[config.mk]
export PLATFORM = sky130hd
export DESIGN_NAME = branch_resolve_unit
export DESIGN_NICKNAME = d
export VERILOG_FILES = /design/src/rtl/branch_pkg.sv /design/src/rtl/branch_resolve_pred_queue.sv /design/src/rtl/branch_resolve_unit.sv
export SDC_FILE = /design/constraint.sdc
export NUM_CORES = 1
export LEC_CHECK = 0
export ABC_AREA = 0
export BUFFER_PORTS_ARGS = -buffer_cell sky130_fd_sc_hd__buf_2
export CAP_MARGIN = 15
export CORE_MARGIN = 1
export CORE_UTILIZATION = 55
export DETAILED_ROUTE_END_ITERATION = 8
export GPL_TIMING_DRIVEN = 0
export PLACE_DENSITY = 0.83
export REMOVE_ABC_BUFFERS = 1
export SLEW_MARGIN = 20
export SYNTH_ARGS = -nofsm -noshare
export SYNTH_HDL_FRONTEND = slang
export SYNTH_HIERARCHICAL = 1
export SYNTH_SLANG_ARGS = --single-unit
[constraint.sdc]
create_clock -name i_clk -period 19.1 [get_ports i_clk]
set_input_delay 4.775 -clock i_clk [delete_from_list [all_inputs] [get_ports i_clk]]
set_output_delay 4.775 -clock i_clk [all_outputs]
set_load 0.005 [all_outputs]
[src/rtl/branch_pkg.sv]
// Shared types and constants for the execute-side branch resolve unit.
package branch_pkg;
    localparam int BTB_WAY_W   = 2;
    localparam int INSTR_BYTES = 4;
    localparam int BP_ADDR_W   = 64;

    typedef struct packed {
        logic [BP_ADDR_W-1:0] pc;
        logic                 taken;
        logic [BP_ADDR_W-1:0] target;
        logic [BTB_WAY_W-1:0] way;
    } bp_entry_t;
endpackage

[src/rtl/branch_resolve_pred_queue.sv]
// In-order queue of fetch predictions awaiting resolution at execute.
module pred_queue
    import branch_pkg::*;
#(
    parameter int DEPTH = 4
) (
    input  logic      clk,
    input  logic      rst_n,
    input  logic      push,
    input  logic      pop,
    input  logic      flush,
    input  bp_entry_t push_data,
    output bp_entry_t head,
    output logic      empty,
    output logic      ready
);
    localparam int PTR_W = $clog2(DEPTH);
    localparam int CNT_W = PTR_W + 1;

    bp_entry_t          mem_r [DEPTH];
    logic [PTR_W-1:0]   wr_ptr_r;
    logic [PTR_W-1:0]   rd_ptr_r;
    logic [CNT_W-1:0]   cnt_r;
    logic [CNT_W-1:0]   cnt_next_s;
    logic               ready_r;
    logic               push_ok_s;
    logic               pop_ok_s;

    // ready_r mirrors !full, so a full queue refuses a push even while popping
    assign push_ok_s = push & ready_r & ~flush;
    assign pop_ok_s  = pop & (cnt_r != CNT_W'(0)) & ~flush;

    // Next occupancy
    always_comb begin
        cnt_next_s = cnt_r;
        if (flush) begin
            cnt_next_s = CNT_W'(0);
        end else if (push_ok_s && !pop_ok_s) begin
            cnt_next_s = cnt_r + CNT_W'(1);
        end else if (pop_ok_s && !push_ok_s) begin
            cnt_next_s = cnt_r - CNT_W'(1);
        end else begin
            cnt_next_s = cnt_r;
        end
    end

    // Pointers, count and registered ready
    always_ff @(posedge clk) begin
        if (!rst_n) begin
            wr_ptr_r <= PTR_W'(0);
            rd_ptr_r <= PTR_W'(0);
            cnt_r    <= CNT_W'(0);
            ready_r  <= 1'b0;
        end else begin
            cnt_r   <= cnt_next_s;
            ready_r <= (cnt_next_s != CNT_W'(DEPTH));
            if (flush) begin
                wr_ptr_r <= PTR_W'(0);
                rd_ptr_r <= PTR_W'(0);
            end else begin
                if (push_ok_s) begin
                    wr_ptr_r <= wr_ptr_r + PTR_W'(1);
                end
                if (pop_ok_s) begin
                    rd_ptr_r <= rd_ptr_r + PTR_W'(1);
                end
            end
        end
    end

    // Entry storage
    always_ff @(posedge clk) begin
        if (push_ok_s) begin
            mem_r[wr_ptr_r] <= push_data;
        end
    end

    assign head  = mem_r[rd_ptr_r];
    assign empty = (cnt_r == CNT_W'(0));
    assign ready = ready_r;
endmodule

[src/rtl/branch_resolve_unit.sv]
// Compares queued predictions with execute outcomes, updates the predictor and redirects fetch.
// Optional BRU_PERF_CNT_EN adds branch and mispredict counters.
module branch_resolve_unit
    import branch_pkg::*;
#(
    parameter int ADDR_WIDTH = 64,
    parameter int DEPTH      = 4
) (
    input  logic                  i_clk,
    input  logic                  i_arst,
    input  logic                  i_pred_valid,
    output logic                  o_pred_ready,
    input  logic [ADDR_WIDTH-1:0] i_pred_pc,
    input  logic                  i_pred_taken,
    input  logic [ADDR_WIDTH-1:0] i_pred_target,
    input  logic [BTB_WAY_W-1:0]  i_pred_way,
    input  logic                  i_flush,
    input  logic                  i_res_valid,
    input  logic                  i_res_is_branch,
    input  logic                  i_res_taken,
    input  logic [ADDR_WIDTH-1:0] i_res_pc,
    input  logic [ADDR_WIDTH-1:0] i_res_target,
    output logic                  o_branch_instr,
    output logic                  o_branch_taken,
    output logic [BTB_WAY_W-1:0]  o_way_write,
    output logic [ADDR_WIDTH-1:0] o_pc_exec,
    output logic [ADDR_WIDTH-1:0] o_pc_target_addr_exec,
    output logic                  o_mispredict,
    output logic [ADDR_WIDTH-1:0] o_redirect_pc,
`ifdef BRU_PERF_CNT_EN
    output logic                  o_err,
    output logic [31:0]           o_branch_cnt,
    output logic [31:0]           o_mispred_cnt
`else
    output logic                  o_err
`endif
);
    bp_entry_t             push_entry_s;
    bp_entry_t             head_s;
    logic                  empty_s;
    logic                  res_fire_s;
    logic                  act_taken_s;
    logic                  mis_s;
    logic                  err_set_s;
    logic [ADDR_WIDTH-1:0] redirect_s;

    logic                  branch_instr_r;
    logic                  branch_taken_r;
    logic [BTB_WAY_W-1:0]  way_write_r;
    logic [ADDR_WIDTH-1:0] pc_exec_r;
    logic [ADDR_WIDTH-1:0] target_r;
    logic                  mispredict_r;
    logic [ADDR_WIDTH-1:0] redirect_pc_r;
    logic                  err_r;

    // Pack the incoming prediction into a queue entry
    always_comb begin
        push_entry_s.pc     = BP_ADDR_W'(i_pred_pc);
        push_entry_s.taken  = i_pred_taken;
        push_entry_s.target = BP_ADDR_W'(i_pred_target);
        push_entry_s.way    = i_pred_way;
    end

    // A mispredict empties the queue at the same edge that pops the head
    pred_queue #(.DEPTH(DEPTH)) u_queue (
        .clk       (i_clk),
        .rst_n     (i_arst),
        .push      (i_pred_valid),
        .pop       (res_fire_s),
        .flush     (i_flush | mis_s),
        .push_data (push_entry_s),
        .head      (head_s),
        .empty     (empty_s),
        .ready     (o_pred_ready)
    );

    // A non-branch never counts as taken, so a BTB alias predicted taken mispredicts
    assign res_fire_s  = i_res_valid & ~empty_s;
    assign act_taken_s = i_res_is_branch & i_res_taken;
    assign mis_s       = res_fire_s &
                         ((head_s.taken != act_taken_s) |
                          (head_s.taken & act_taken_s &
                           (head_s.target[ADDR_WIDTH-1:0] != i_res_target)));
    assign err_set_s   = (i_res_valid & empty_s) |
                         (res_fire_s & (head_s.pc[ADDR_WIDTH-1:0] != i_res_pc));
    assign redirect_s  = act_taken_s ? i_res_target
                                     : i_res_pc + ADDR_WIDTH'(INSTR_BYTES);

    // Predictor update / redirect registers: strobes pulse, data holds
    always_ff @(posedge i_clk) begin
        if (!i_arst) begin
            branch_instr_r <= 1'b0;
            branch_taken_r <= 1'b0;
            way_write_r    <= BTB_WAY_W'(0);
            pc_exec_r      <= ADDR_WIDTH'(0);
            target_r       <= ADDR_WIDTH'(0);
            mispredict_r   <= 1'b0;
            redirect_pc_r  <= ADDR_WIDTH'(0);
            err_r          <= 1'b0;
        end else begin
            err_r <= err_r | err_set_s;
            if (res_fire_s) begin
                branch_instr_r <= i_res_is_branch;
                branch_taken_r <= i_res_taken;
                way_write_r    <= head_s.way;
                pc_exec_r      <= i_res_pc;
                target_r       <= i_res_target;
                mispredict_r   <= mis_s;
                redirect_pc_r  <= redirect_s;
            end else begin
                branch_instr_r <= 1'b0;
                mispredict_r   <= 1'b0;
            end
        end
    end

    assign o_branch_instr        = branch_instr_r;
    assign o_branch_taken        = branch_taken_r;
    assign o_way_write           = way_write_r;
    assign o_pc_exec             = pc_exec_r;
    assign o_pc_target_addr_exec = target_r;
    assign o_mispredict          = mispredict_r;
    assign o_redirect_pc         = redirect_pc_r;
    assign o_err                 = err_r;

`ifdef BRU_PERF_CNT_EN
    logic [31:0] branch_cnt_r;
    logic [31:0] mispred_cnt_r;

    // Free-running performance counters, wrapping at 2^32
    always_ff @(posedge i_clk) begin
        if (!i_arst) begin
            branch_cnt_r  <= 32'd0;
            mispred_cnt_r <= 32'd0;
        end else begin
            if (res_fire_s && i_res_is_branch) begin
                branch_cnt_r <= branch_cnt_r + 32'd1;
            end
            if (mis_s) begin
                mispred_cnt_r <= mispred_cnt_r + 32'd1;
            end
        end
    end

    assign o_branch_cnt  = branch_cnt_r;
    assign o_mispred_cnt = mispred_cnt_r;
`endif
endmodule

==> impl_results.md <==
- Run status: finished clean
- CTS max path bufs: 3
- Area Overhead vs Synth: 20.7%
- Syn Area/Cell: 14.7 um2
- DIE HEIGHT: 235 um
- Clock Skew: 0.0243 ns
- Total gr overflow: 0
- Detailed placement HPWL: 61,100 um
- Largest net degree at the start of global routing: 130
- Max Slew Vio Count: 0
- CORE AREA: 53,700 um2
- PwrDens: 94.9 nW/um2
- Initial Utilization: 55.6%
- PortBufs: 464
- Distinct cell type count after synthesis: 67
- Fraction of layout cells with a size suffix above 1: 32.1%
- Die area: 55,200 um2
- Initial DRC Count: 2,016
- Root Driver: clkbuf_16
- Arrival time worst endpoint: 9.49 ns
- Row cnt: 85
- Drt first pass iters: 5
- Number of global-route vias before repair: 19,800
- Remaining antenna violation count: 0
- Synth warn: 6
- Tot GR Track Use: 30.9%
- Placed inst area: 33,500 um2
- Seq cells post-synth: 732
- Post-CTS Hold Buffers: 0
- CP endpoint kind: flop
- Max_cap viols: 0
- Post-Syn Instances: 2,031
- H-tree depth: 3
- Routed len/inst: 25.7 um
- Crit Path Category: in2reg
- DRT Wirelength: 85,100 um
- Most frequent cells in the layout: edfxtp_1 (524), buf_2 (463), nand2_1 (336), dfxtp_1 (206), a21boi_0 (138)
- Nets: 2,807
- Register area share after synthesis: 66.6%
- Clock latency on the worst-skew pair: 0.62 ns
- Fin crit share: 48.0%
- LEAKAGE: 0.0128 uW
- Post-place setup slack: 9.30 ns
- Post-synth ARST share: 0%
- Clock tree sinks: 732
- DIE WIDTH: 235 um
- Final instance area: 36,100 um2
- RSZ-0062 raised after global routing: no
- Vias per cell: 6.00
- Worst-Margin Slew: 0.939 ns
- I/O pins: 465
- Wire length of the first global-routing pass: 125,000 um
- Antenna violations before repair: 25
- Mapped cell area: 29,900 um2
- Routability cong.: 0.855
- CTS buffer count: 74
- Rel. slew slack: 37.3%
- Worst Path Required: 19.42 ns
- Final sum of negative setup slack: 0 ns
- Final setup viols: 0
- Via count: 19,900
- Setup WS post-layout: 9.93 ns
- Most used DFF post-synth: edfxtp_1
- Startpoint Class: input pin
- FMAX: 109 MHz
- Crit path max fanout: 27
- Final Hold Vio Count: 0
- Min Clock Period, post-route: 9.17 ns
- Total power: 3420 uW
- CTS tree: done
- HP Class: reg2reg
- Worst VDD drop: 0.0815 mV
- EDFF count, synth: 524
- Clk slew on worst S/H paths: 0.06 ns
- Most frequent standard cell in the layout excluding fill and tap cells: edfxtp_1
- Setup bufs post-CTS: 0
- PostCTS Resize Cnt: 0
- # DRC: 0
==> critical path, cell delays in order <==
cell	delay (ns)
buf_2	0.10
nand2_2	0.23
buf_12	0.26
inv_1	0.70
ha_1	0.39
a21oi_1	0.21
o21bai_1	0.30
nor3b_2	0.75
buf_6	0.24
buf_4	0.21
buf_4	0.20
buf_4	0.20
buf_4	0.23
buf_4	0.23
buf_4	0.22
buf_6	0.18
==> synthesized netlist by cell type, drive strengths merged, types with 6 or more instances <==
library cell  instances  share of area (%)
buf                  38               0.87
nand3                39               0.65
a21boi              138                3.5
and4                  6               0.18
and2                  7               0.15
a22o                 29               0.85
nor2b                 7               0.17
edfxtp              524                 53
nand4                50                1.2
a21oi                13               0.22
nand2               339                4.3
o22ai                 6               0.13
inv                  25               0.31
nor2                 43               0.57
dfxtp               208                 14
o21ai                40               0.70
and3                  7               0.15
xor2                 61                1.8
nor3                 12               0.23
ha                    9               0.38
clkbuf               89                1.1
xnor2               119                3.5
a211oi                9               0.23
nor4                 24               0.72
mux4                131                9.9
==> worst paths after layout <==
path	to	cells past startpoint	startpoint	slack, ns
min	o_pc_target_addr_exec[56]$_SDFFE_PN0P_	2	o_pc_target_addr_exec[56]$_SDFFE_PN0P_	0.46
max	u_queue/mem_r[2][77]$_DFFE_PP_	16	i_res_is_branch	9.93
max reg2reg	u_queue/mem_r[2][77]$_DFFE_PP_	18	flop	12.67
min reg2reg	o_pc_target_addr_exec[56]$_SDFFE_PN0P_	2	o_pc_target_addr_exec[56]$_SDFFE_PN0P_	0.46
==> where the power goes <==
group | switching [uW] | internal (uW) | total (uW)
Combinational | 131 | 80.7 | 212
Sequential | 10.6 | 1730 | 1740
Clock | 603 | 868 | 1470
Total | 745 | 2680 | 3420
==> cells by family (layout without fill, tap and decap cells) <==
kind of cell,after synthesis,count (layout),synth area share (%)
compound gates,276,276,6.75
other cells,0,20,0
fa+ha+maj,9,9,0.377
buf+inv,152,713,2.31
simple gates,549,549,8.72
flops,732,732,66.6
mux,133,133,9.94
xor+xnor,180,180,5.28
==> registers in the layout, indices dropped and copies added, names as in the netlist, named ones only <==
name,cells
u_queue/mem_r,524
o_pc_exec,64
o_pc_target_addr_exec,64
o_redirect_pc,64
u_queue/cnt_r,3
o_way_write,2
u_queue/rd_ptr_r,2
u_queue/wr_ptr_r,2
o_branch_instr,1
o_branch_taken,1
o_err,1
o_mispredict,1
u_queue/ready,1
==> per-layer routing <==
| metal | share of wire, % | up-vias | global-route usage (%) |
|---|---|---|---|
| li1 | - | 8621 | - |
| met1 | 37 | 9918 | 38.7 |
| met2 | 50 | 1064 | 51.4 |
| met3 | 8.4 | 239 | 6.38 |
| met4 | 4.6 | 14 | 15.3 |
| met5 | 0.10 | - | 0 |
==> layout make-up <==
| class | count | area (um2) |
|---|---|---|
| flip-flops and latches | 732 | 19900 |
| fillers | 3575 | 17600 |
| multi-input cells | 1147 | 9320 |
| repair buffers | 552 | 3330 |
| clock buffers | 110 | 2230 |
| well taps | 696 | 871 |
| clock inverters | 26 | 253 |
| inverters | 25 | 101 |
| diodes | 20 | 50.0 |
==> stage by stage <==
step	util [%]	cells	hold slack (ns)
after global routing	67.1	3303	0.479
after global placement	60.4	3064	0.450
after detailed placement	62.4	3152	0.454
after floorplan	-	1904	0.457
after CTS	67.1	3288	0.462
final	67.1	3308	0.460
Power figures use the tool's default switching activity.
